<file path="src/rtl/mem_access_unit_pkg.sv">
// Shared definitions for the memory-access stage: state encoding, datapath
// widths, default timeout and the ALU opcodes used by execute.
package mem_access_unit_pkg;

  localparam int unsigned XLEN            = 32;
  localparam int unsigned REG_ADDR_W      = 5;
  localparam int unsigned DEFAULT_TIMEOUT = 16;

  localparam logic [1:0] ST_IDLE = 2'd0;
  localparam logic [1:0] ST_REQ  = 2'd1;
  localparam logic [1:0] ST_RESP = 2'd2;

  localparam logic [3:0] ALU_ADD  = 4'd0;
  localparam logic [3:0] ALU_SUB  = 4'd1;
  localparam logic [3:0] ALU_AND  = 4'd2;
  localparam logic [3:0] ALU_OR   = 4'd3;
  localparam logic [3:0] ALU_XOR  = 4'd4;
  localparam logic [3:0] ALU_SLL  = 4'd5;
  localparam logic [3:0] ALU_SRL  = 4'd6;
  localparam logic [3:0] ALU_SRA  = 4'd7;
  localparam logic [3:0] ALU_SLT  = 4'd8;
  localparam logic [3:0] ALU_SLTU = 4'd9;

  function automatic logic is_word_aligned(input logic [XLEN-1:0] addr);
    return addr[1:0] == 2'b00;
  endfunction

endpackage

</file>
<file path="src/rtl/mem_access_unit_timeout.sv">
// Clearable saturating cycle counter; flags when the count reaches LIMIT-1.
module lsu_timeout_cnt #(
  parameter int unsigned LIMIT = 16,
  parameter int unsigned CNT_W = 5
) (
  input  logic clk,
  input  logic rst_n,
  input  logic clr,
  input  logic en,
  output logic expired
);

  logic [CNT_W-1:0] cnt_q;

  // Count enabled cycles, restart on clear, hold at all-ones.
  always_ff @(posedge clk or negedge rst_n) begin
    if (!rst_n) begin
      cnt_q <= '0;
    end else if (clr) begin
      cnt_q <= '0;
    end else if (en && (cnt_q != '1)) begin
      cnt_q <= cnt_q + CNT_W'(1);
    end
  end

  assign expired = (cnt_q == CNT_W'(LIMIT - 1));

endmodule

</file>
<file path="src/rtl/mem_access_unit.sv">
// Memory stage: turns EX loads/stores into req/gnt/rvalid transactions,
// stalls the pipeline while busy and presents a registered writeback.
module mem_access_unit
  import mem_access_unit_pkg::*;
#(
  parameter int unsigned TIMEOUT = DEFAULT_TIMEOUT,
  parameter int unsigned CNT_W   = 5
) (
  input  logic                  clk,
  input  logic                  rst_n,
  input  logic                  ex_valid,
  input  logic                  load_en,
  input  logic                  store_en,
  input  logic                  write_reg,
  input  logic [XLEN-1:0]       ex_res,
  input  logic [XLEN-1:0]       ex_store_data,
  input  logic [REG_ADDR_W-1:0] ex_rd,
  output logic                  stall,
  output logic                  mem_req,
  output logic                  mem_we,
  output logic [XLEN-1:0]       mem_addr,
  output logic [XLEN-1:0]       mem_wdata,
  input  logic                  mem_gnt,
  input  logic                  mem_rvalid,
  input  logic [XLEN-1:0]       mem_rdata,
  output logic                  wb_en,
  output logic [REG_ADDR_W-1:0] wb_rd,
  output logic [XLEN-1:0]       wb_data,
  output logic                  misalign_err,
  output logic                  bus_err
);

  logic [1:0]            state_q, state_d;
  logic [XLEN-1:0]       addr_q, wdata_q;
  logic [REG_ADDR_W-1:0] rd_q;
  logic                  is_load_q;

  logic idle, busy, accept, aligned, start, completion, expired, timeout, passthru;

  assign idle       = (state_q == ST_IDLE);
  assign busy       = (state_q == ST_REQ) || (state_q == ST_RESP);
  assign accept     = idle && ex_valid && (load_en || store_en);
  assign aligned    = is_word_aligned(ex_res);
  assign start      = accept && aligned;
  // rvalid only counts in RESP, so a same-cycle gnt+rvalid in REQ is a grant.
  assign completion = (state_q == ST_RESP) && mem_rvalid;
  assign timeout    = busy && expired && !completion;
  assign passthru   = idle && ex_valid && write_reg && !load_en && !store_en;

  assign stall = start || (busy && !completion && !timeout);

  assign mem_req   = (state_q == ST_REQ);
  assign mem_we    = mem_req && !is_load_q;
  assign mem_addr  = addr_q;
  assign mem_wdata = wdata_q;

  lsu_timeout_cnt #(
    .LIMIT (TIMEOUT),
    .CNT_W (CNT_W)
  ) u_timeout_cnt (
    .clk     (clk),
    .rst_n   (rst_n),
    .clr     (start),
    .en      (busy),
    .expired (expired)
  );

  // Next-state selection for the IDLE/REQ/RESP transaction FSM.
  always_comb begin
    state_d = state_q;
    case (state_q)
      ST_IDLE: if (start) state_d = ST_REQ;
      ST_REQ: begin
        if (timeout)      state_d = ST_IDLE;
        else if (mem_gnt) state_d = ST_RESP;
      end
      ST_RESP: if (completion || timeout) state_d = ST_IDLE;
      default: state_d = ST_IDLE;
    endcase
  end

  // State register and transaction latches captured on accept.
  always_ff @(posedge clk or negedge rst_n) begin
    if (!rst_n) begin
      state_q   <= ST_IDLE;
      addr_q    <= '0;
      wdata_q   <= '0;
      rd_q      <= '0;
      is_load_q <= 1'b0;
    end else begin
      state_q <= state_d;
      if (start) begin
        addr_q    <= ex_res;
        wdata_q   <= ex_store_data;
        rd_q      <= ex_rd;
        is_load_q <= load_en;
      end
    end
  end

  // Registered writeback and single-cycle error pulses.
  always_ff @(posedge clk or negedge rst_n) begin
    if (!rst_n) begin
      wb_en        <= 1'b0;
      wb_rd        <= '0;
      wb_data      <= '0;
      misalign_err <= 1'b0;
      bus_err      <= 1'b0;
    end else begin
      wb_en        <= (completion && is_load_q) || passthru;
      misalign_err <= accept && !aligned;
      bus_err      <= timeout;
      if (completion && is_load_q) begin
        wb_rd   <= rd_q;
        wb_data <= mem_rdata;
      end else if (passthru) begin
        wb_rd   <= ex_rd;
        wb_data <= ex_res;
      end
    end
  end

endmodule

</file>
<file path="config.mk">
export PLATFORM = sky130hd
export DESIGN_NAME = mem_access_unit
export DESIGN_NICKNAME = d
export VERILOG_FILES = /design/src/rtl/mem_access_unit_pkg.sv /design/src/rtl/mem_access_unit_timeout.sv /design/src/rtl/mem_access_unit.sv
export SDC_FILE = /design/constraint.sdc
export NUM_CORES = 1
export LEC_CHECK = 0
export BUFFER_PORTS_ARGS = -buffer_cell sky130_fd_sc_hd__buf_2
export CAP_MARGIN = 20
export CORE_UTILIZATION = 47
export CTS_CLUSTER_SIZE = 28
export DETAILED_ROUTE_END_ITERATION = 8
export PLACE_DENSITY = 0.77
export SYNTH_ARGS = -nofsm -noshare
export SYNTH_HDL_FRONTEND = slang
export SYNTH_SLANG_ARGS = --single-unit
</file>
<file path="constraint.sdc">
create_clock -name clk -period 2 [get_ports clk]
set_input_delay 0.1 -clock clk [delete_from_list [all_inputs] [get_ports clk]]
set_output_delay 0.1 -clock clk [all_outputs]
set_load 0.1 [all_outputs]
</file>
# Yosys cells after proc, flatten, opt, wreduce, memory -nomap -nowiden
# Cells that the tools add are included.
# W data, S select, Z words.
# word_totals
out_inout_bits	107
wordCells	61
in_bits	109
register_bits	117
# op_classes
addsub	1
n_eq_ne	7
muxes	11
reduce_logical	31
# ops
op	count
$mux W32	2
$mux W5	4
$logic_and A1 B1 Y1	15
$mux W2	4
$logic_not A1 Y1	6
$pmux W2 S3	1
$add A5 B1 Y5 const B	1
$eq A5 B4 Y1 const B	1
$logic_or A1 B1 Y1	5
$ne A5 B5 Y1 const B	1
$logic_not A2 Y1	2
$ne A2 B1 Y1 const B	2
$reduce_bool A2 Y1	2
$ne A3 B1 Y1 const B	1
$reduce_and A3 Y1	1
$eq A2 B1 Y1 const B	1
$eq A2 B2 Y1 const B	1

# Depth between registers and ports, before layout
# Gate-level depths: netlist of the first run.
# logic_depth
ltp_word	7
depth_mapped	8
ltp_nobuf	7

# By module
# A second synthesis of the first run with hierarchy kept.
# hier_totals
cells_unflattened	366
area_unflattened_um2	4888.4
# by_module_without_submodules
module	seq_area_each_um2	area_each_um2	instances	cells_each
mem_access_unit	2802.7	4615.7	1	342
lsu_timeout_cnt	125.1	272.8	1	24

# Worst setup path after synthesis of the first run
# OpenSTA, ideal clock, no wires.
# synth_path
kind	register to output
from	register state_q[1]
to	output port mem_we
stages_incl_launch_ff	4
arrival_time_ns	2.714
n_path_buf	0
required_ns	1.900
slack_ns	-0.814
path_cell_list	dfrtp_1 inv_1 ha_1 nor2b_1
# synth_via
elab_chain_len	2
# synth_rtl
element	line_no	source
from (decl)	mem_access_unit.sv:33	logic [1:0] state_q, state_d;
from (signal assigned)	mem_access_unit.sv:91	state_q <= state_d;
$eq A2 B1 Y1	mem_access_unit.sv:52	assign mem_req = (state_q == ST_REQ);
net mem_req	mem_access_unit.sv:19	output logic mem_req,
$logic_and A1 B1 Y1	mem_access_unit.sv:53	assign mem_we = mem_req && !is_load_q;
to (decl)	mem_access_unit.sv:20	output logic mem_we,
# The timed path passes the listed nets, and every way through them passes these cells.

# Final worst setup path of the first run
# layout_path
from	register u_timeout_cnt.cnt_q[0]
to	output port stall
# layout_via
elab_chain_len	6
# layout_rtl
element	line_no	source
from (decl)	mem_access_unit_timeout.sv:13	logic [CNT_W-1:0] cnt_q;
from (signal assigned)	mem_access_unit_timeout.sv:22	cnt_q <= cnt_q + CNT_W'(1);
$eq A5 B4 Y1	mem_access_unit_timeout.sv:26	assign expired = (cnt_q == CNT_W'(LIMIT - 1));
$logic_and A1 B1 Y1 (2 in series)	mem_access_unit.sv:47	assign timeout = busy && expired && !completion;
$logic_not A1 Y1	mem_access_unit.sv:50	assign stall = start || (busy && !completion && !timeout);
$logic_and A1 B1 Y1	mem_access_unit.sv:50	
$logic_or A1 B1 Y1	mem_access_unit.sv:50	
to (decl)	mem_access_unit.sv:18	output logic stall,
# No other way between the ends.

==> qor.csv, run 1 <==
stage,metric,value,unit
logic_synthesis,Cells after Synth,366,
timing,clk_skew,12.0,ps
die,chip width,103,um
timing,Final Hold Vio Count,0,
cts,CTS buffer count,17,
place,HPWL after DPL,8.39,mm
timing,Period minus WS final,1990,ps
die,Die ar.,10700,um2
cts,Longest Clk Path Bufs,2,
logic_synthesis,Post-Syn Nets,481,
critical_path,CP Max Fanout,2,
global_route,vias in the first global route,4618,
critical_path,crit-path cells,ha_1 -> and3_4 -> ha_1 -> nand2_2 -> o21ai_2 -> nand2b_2 -> buf_12,
logic_synthesis,post-synthesis sequential area ratio,60.5,%
critical_path,Crit-path slowest cell,dfrtp_1,
logic_synthesis,Seq cells post-synth,117,
logic_synthesis,syn avg cell area,13.2,um2
place,Setup WS pre-CTS,124,ps
logic_synthesis,Synth cell types,25,
final_layout,Multi-input gate area,1840,um2
timing,Fin Setup TNS,0,ps
outcome,status,"finished, final reports clean",
run,Max-Cap Viols,0,
global_route,total gr overflow,0,
global_route,first-pass GRT wire length,22.3,mm
final_layout,final net count,825,
drt,Vias per Instance,5.01,
timing,maximum clock rate,0.502,GHz
final_layout,area grow syn2layout,65.5,%
critical_path,"Data arrival, critical path",1890,ps
logic_synthesis,Synth top area share,60.5,%
critical_path,CP required,1900,ps
critical_path,cell mode on critical path,ha_1,
logic_synthesis,top post-synthesis cells by area,"dfrtp_1, mux2_2, mux2i_1",
timing,count of pins over their slew limit,0,
cts,clock input transition at the sequential cells of the worst setup and hold paths,60,ps
cts,# H-tree levels,4,
place,PortBufs,215,
drt,Starting DRT DRC Count,131,
place,gp weighted congestion,0.783,
cts,"Clk Latency, worst-skew pair",500,ps
critical_path,WS Path Type,reg2out,
global_route,initial antenna violation count,0,
drt,Total Routed Length,15.2,mm
final_layout,# diodes,0,
drt,via count,4285,
timing,Final Cycle Share,99.6,%
die,starting density of the core,49.0,%
drt,post-route ant nets,0,
drt,routed len/inst,17.8,um
timing,RSZ-0062 raised after global routing,yes,
global_route,total track usage,28.5,%
final_layout,storage element area,2930,um2
die,IO Count,216,
critical_path,Startpoint Class,flop,
critical_path,Worst path max stage delay,390,ps
final_layout,fill cell count,545,
timing,Worst Slack Setup Final,7.90,ps
die,row cnt,36,
drt,DR pass1 iterations,4,
cts,clock sinks,117,
logic_synthesis,"area leader, netlist",dfrtp_1,
critical_path,R2R cell count,8,
critical_path,CP Capture Type,primary output,
die,core area,9860,um2
timing,count of final setup violators,0,
drt,Post-route DRC,0,
timing,worst slew pin tran,567,ps
logic_synthesis,synth warn,0,
timing,Worst slew margin,62.2,%
cts,clk root buf,clkbuf_8,
min_path,HP Class,in2async,
logic_synthesis,Mapped Area,4840,um2
die,Die H,103,um
final_layout,share of cells above drive strength 1,48.7,%
global_route,largest net degree at the start of global routing,49,
cts,CTS tree,yes,
metal layers:
metal,vias up,GRT usage (%),wire (um)
met4,0,15.0,418
met5,-,0,0
met3,42,8.13,960
met1,2078,29.0,5710
li1,1976,-,-
met2,189,52.7,8140
per-stage QoR:
| step | hold slack [ps] | cells | util (%) | cell area [um2] |
|---|---|---|---|---|
| after detailed placement | 127 | 706 | 62.3 | 6150 |
| after global placement | 120 | 706 | 62.3 | 6150 |
| after floorplan | -196 | 366 | - | 4850 |
| after global routing | 164 | 856 | 81.1 | 8000 |
| after CTS | 136 | 855 | 80.7 | 7960 |
| final | 146 | 856 | 81.1 | 8000 |
layout make-up:
class                   count  share of cell area [%]
clock buffers              19                    5.52
clock inverters            13                    2.45
inverters                   4                   0.188
multi-input cells         224                    22.9
flip-flops and latches    117                    36.6
well taps                 133                    2.08
repair buffers            346                    30.2
worst max-delay path: cells and delay by family, from the launching register on:
family	cells	cell delay [ps]
simple gates	3	360
compound gates	1	60
fa+ha+maj	2	400
buf+inv	1	170
flops	1	390
synthesized netlist by cell type (all sizes together):
library cell  instances
inv                   4
buf                  13
xnor2                 1
nor2                  8
a211oi                1
o211ai                2
mux2                 69
nor2b                 8
o21ai                39
mux2i                38
dfrtp               117
a21oi                 1
clkbuf                8
nor3                  1
ha                    6
xor2                  2
a31oi                 2
nand4                 2
nand3                 1
and3                  2
nand2b                2
nand2                39
placed cells by master (no fill, tap or decap), types with 8 or more instances in the layout:
cell           count
nand2_1           38
mux2i_1           38
buf_2            212
dfrtp_1          117
dlygate4sd3_1    108
nor2_1             8
o21ai_0           38
clkbuf_16         17
buf_4             18
mux2_2            68
registers in the layout (all words and copies together) (netlist names):
signal	cells
mem_addr	32
wb_rd	5
misalign_err	1
bus_err	1
rd_q	5
state_q	2
u_timeout_cnt.cnt_q	5
wb_en	1
mem_wdata	32
is_load_q	1
wb_data	32
final timing paths:
path	startpoint	end	slack (ps)
setup / recovery	u_timeout_cnt.cnt_q[0]	stall	8
hold / removal	rst_n	mem_wdata[29]	150
setup reg to reg	u_timeout_cnt.cnt_q[0]	state_q[1]	50
hold reg to reg	rd_q[4]	wb_rd[4]	480
max in group asynchronous	rst_n	wb_rd[0]	1190
min in group clk	write_reg	wb_en	190
timing repair:
| item | 4_1_cts | 5_1_grt |
|---|---|---|
| hold endpoints to repair | 149 | 0 |
| endpoints found under the setup margin | 1 | 44 |
| pin swaps | 2 | 1 |
| hold buffers | 108 | 0 |
| gates resized for setup | 7 | 6 |
| setup buffers | 9 | 0 |
| gates cloned | 0 | 1 |
cell families (layout without fill, tap and decap cells):
| family | Yosys count | count (layout) | share of synthesized area [%] |
|---|---|---|---|
| DFF | 117 | 117 | 60.5 |
| muxes | 107 | 107 | 23.9 |
| and+or+nand+nor | 63 | 63 | 5.90 |
| AOI/OAI and AO/OA | 45 | 45 | 4.97 |
| buffers and inverters | 25 | 382 | 2.59 |
| adders and majority gates | 6 | 6 | 1.55 |
| xor gates and xnor gates | 3 | 3 | 0.543 |
Power of run 1 is not shown: default switching activity piles up to over one toggle a cycle in this logic, so the estimate is an artifact.
==> inputs of run 2 (changes only) <==
CORE_MARGIN = 2   (was not set)
==> run 2 against run 1 <==
Effect of this change: design area fell by 0.45%; via count fell by 0.54%; first-iteration DRC count rose by 80%; sequential share of layout area rose by 0.17 points; global-route usage fell by 1.9 points; setup slack improved by 67 ps; flip-flop and latch count did not move; critical endpoint unchanged; largest cell class unchanged; non-clock buffer count fell by 4.
==> qor.csv, run 2 (synthesis results as in run 1) <==
stage,metric,value,unit,change
outcome,status,"finished, final reports clean",,unchanged
min_path,HP Class,in2async,,unchanged
global_route,total gr overflow,0,,unchanged
final_layout,share of cells above drive strength 1,48.3,%,was 48.7%
critical_path,Reg-to-Reg End,mem_wdata[2],,was state_q[1]
global_route,largest net degree at the start of global routing,56,,was 49
cts,clk root buf,clkbuf_8,,unchanged
timing,Period minus WS final,1930,ps,was 1990 ps
timing,hold slack final,63.0,ps,was 146 ps
drt,Post-route DRC,0,,unchanged
final_layout,fill cell count,565,,was 545
final_layout,final net count,821,,was 825
die,chip width,105,um,was 103 um
cts,CTS tree,yes,,unchanged
cts,# H-tree levels,4,,unchanged
final_layout,Layout Cells excl Fill,855,,was 856
critical_path,CP Max Fanout,5,,was 2
final_layout,most frequent cells in the layout,"buf_2, dfrtp_1, dlygate4sd3_1",,unchanged
drt,routed len/inst,16.8,um,was 17.8 um
cts,clock input transition at the sequential cells of the worst setup and hold paths,60,ps,about the same
timing,worst slew pin tran,513,ps,was 567 ps
global_route,first-pass GRT wire length,23.0,mm,was 22.3 mm
place,gp weighted congestion,0.782,,was 0.783
cts,Longest Clk Path Bufs,2,,unchanged
die,starting density of the core,47.7,%,was 49.0%
timing,Final Cycle Share,96.3,%,was 99.6%
global_route,total track usage,26.6,%,was 28.5%
run,Max-Cap Viols,0,,unchanged
final_layout,"most common cell after layout, fill and taps aside",buf_2,,unchanged
timing,Final Hold Vio Count,0,,unchanged
critical_path,"Data arrival, critical path",1830,ps,was 1890 ps
drt,DR pass1 iterations,4,,unchanged
global_route,vias in the first global route,4559,,was 4618
timing,maximum clock rate,0.519,GHz,was 0.502 GHz
cts,CTS buffer count,17,,unchanged
drt,Vias per Instance,4.98,,was 5.01
drt,post-route ant nets,0,,unchanged
timing,clk_skew,9.24,ps,was 12.0 ps
place,HPWL after DPL,8.44,mm,was 8.39 mm
die,core area,10100,um2,was 9860 um2
drt,Total Routed Length,14.4,mm,was 15.2 mm
timing,count of pins over their slew limit,0,,unchanged
drt,via count,4262,,was 4285
place,PortBufs,215,,unchanged
die,Die ar.,11100,um2,was 10700 um2
global_route,initial antenna violation count,0,,unchanged
critical_path,R2R cell count,8,,unchanged
final_layout,post-route design area,7970,um2,was 8000 um2
critical_path,Worst path max stage delay,390,ps,about the same
die,Die H,105,um,was 103 um
drt,Starting DRT DRC Count,236,,was 131
critical_path,Crit-path slowest cell,dfrtp_1,,unchanged
timing,count of final setup violators,0,,unchanged
die,row cnt,37,,was 36
critical_path,crit path to,stall,,unchanged
timing,Worst slew margin,66.0,%,was 62.2%
place,Placement Cell Area,6130,um2,was 6150 um2
critical_path,CP Capture Type,primary output,,unchanged
cts,clock sinks,117,,unchanged
critical_path,worst reg2reg startpoint,state_q[1],,was u_timeout_cnt.cnt_q[0]
critical_path,WS Path Type,reg2out,,unchanged
place,placed cells,706,,unchanged
cts,"Clk Latency, worst-skew pair",500,ps,about the same
final_layout,# diodes,0,,unchanged
final_layout,area grow syn2layout,64.7,%,was 65.5%
critical_path,R2R Setup Slk,80,ps,was 50 ps
critical_path,crit path launch,state_q[1],,was u_timeout_cnt.cnt_q[0]
timing,Worst Slack Setup Final,74.6,ps,was 7.90 ps
critical_path,Startpoint Class,flop,,unchanged
critical_path,CP required,1900,ps,about the same
place,Setup WS pre-CTS,71.0,ps,was 124 ps
die,IO Count,216,,unchanged
critical_path,crit-path cells,buf_4 -> ha_1 -> nor2b_1 -> o21ai_2 -> nand2b_4 -> buf_12,,was ha_1 -> and3_4 -> ha_1 -> nand2_2 -> o21ai_2 -> nand2b_2 -> buf_12
[run 2: cell count changes in the layout (fill, tap and decap cells not counted), sizes merged, moves of 2 or more]
cell / previous run / this run
buf: 236 / 234
clkbuf: 21 / 19
clkinv: 4 / 8
inv: 7 / 4
[run 2: how the worst min path moves through the flow]
| stage | start | endpoint | cells after the start |
|---|---|---|---|
| floorplan | rst_n | bus_err | 0 |
| global placement | rst_n | wb_data[22] | 1 |
| detailed placement | rst_n | wb_data[22] | 1 |
| CTS | rst_n | wb_data[22] | 2 |
| global route | rst_n | mem_addr[22] | 2 |
| finish | rst_n | mem_addr[21] | 2 |
[run 2: critical path: cells and delay by family, from the launching register on]
kind / cells / cell delay [ps]
AND/OR/NAND/NOR: 2 / 230
buffers and inverters: 2 / 310
flip-flops: 1 / 390
AO/OA/AOI/OAI: 1 / 170
adder cells (fa/ha/maj): 1 / 220
[run 2: layer usage]
metal | part of all wire [%] | vias to the layer above | track usage [%]
met2 | 51 | 204 | 46.2
met5 | 0 | - | 0
met4 | 2.2 | 0 | 10.2
met3 | 7.4 | 30 | 7.30
li1 | - | 1947 | -
met1 | 40 | 2081 | 31.3
[run 2: per-stage QoR]
step / utilization, % / TNS, ps
floorplan: - / 0
global placement: 60.5 / 0
detailed placement: 60.5 / 0
CTS: 78.4 / 0
global route: 78.6 / -6.15
finish: 78.6 / 0
[run 2: repair_timing]
action | in CTS | in global routing
gates resized for setup | 9 | 4
setup endpoints to repair | 1 | 35
cloned | 2 | 0
setup buffers | 7 | 1
pin swaps | 3 | 4
endpoints found under the hold margin | 225 | 0
hold buffers | 107 | 0
[run 2: area by class of cell]
class / instances / area [um2] / area share, %
Multi-Input combinational cell: 224 / 1840 / 23.1
Inverter: 4 / 15.0 / 0.188
Clock buffer: 19 / 422 / 5.29
Sequential cell: 117 / 2930 / 36.7
Tap cell: 136 / 170 / 2.14
Timing Repair Buffer: 342 / 2410 / 30.2
Clock inverter: 13 / 183 / 2.29
Power of run 2 is left out for the same reason.
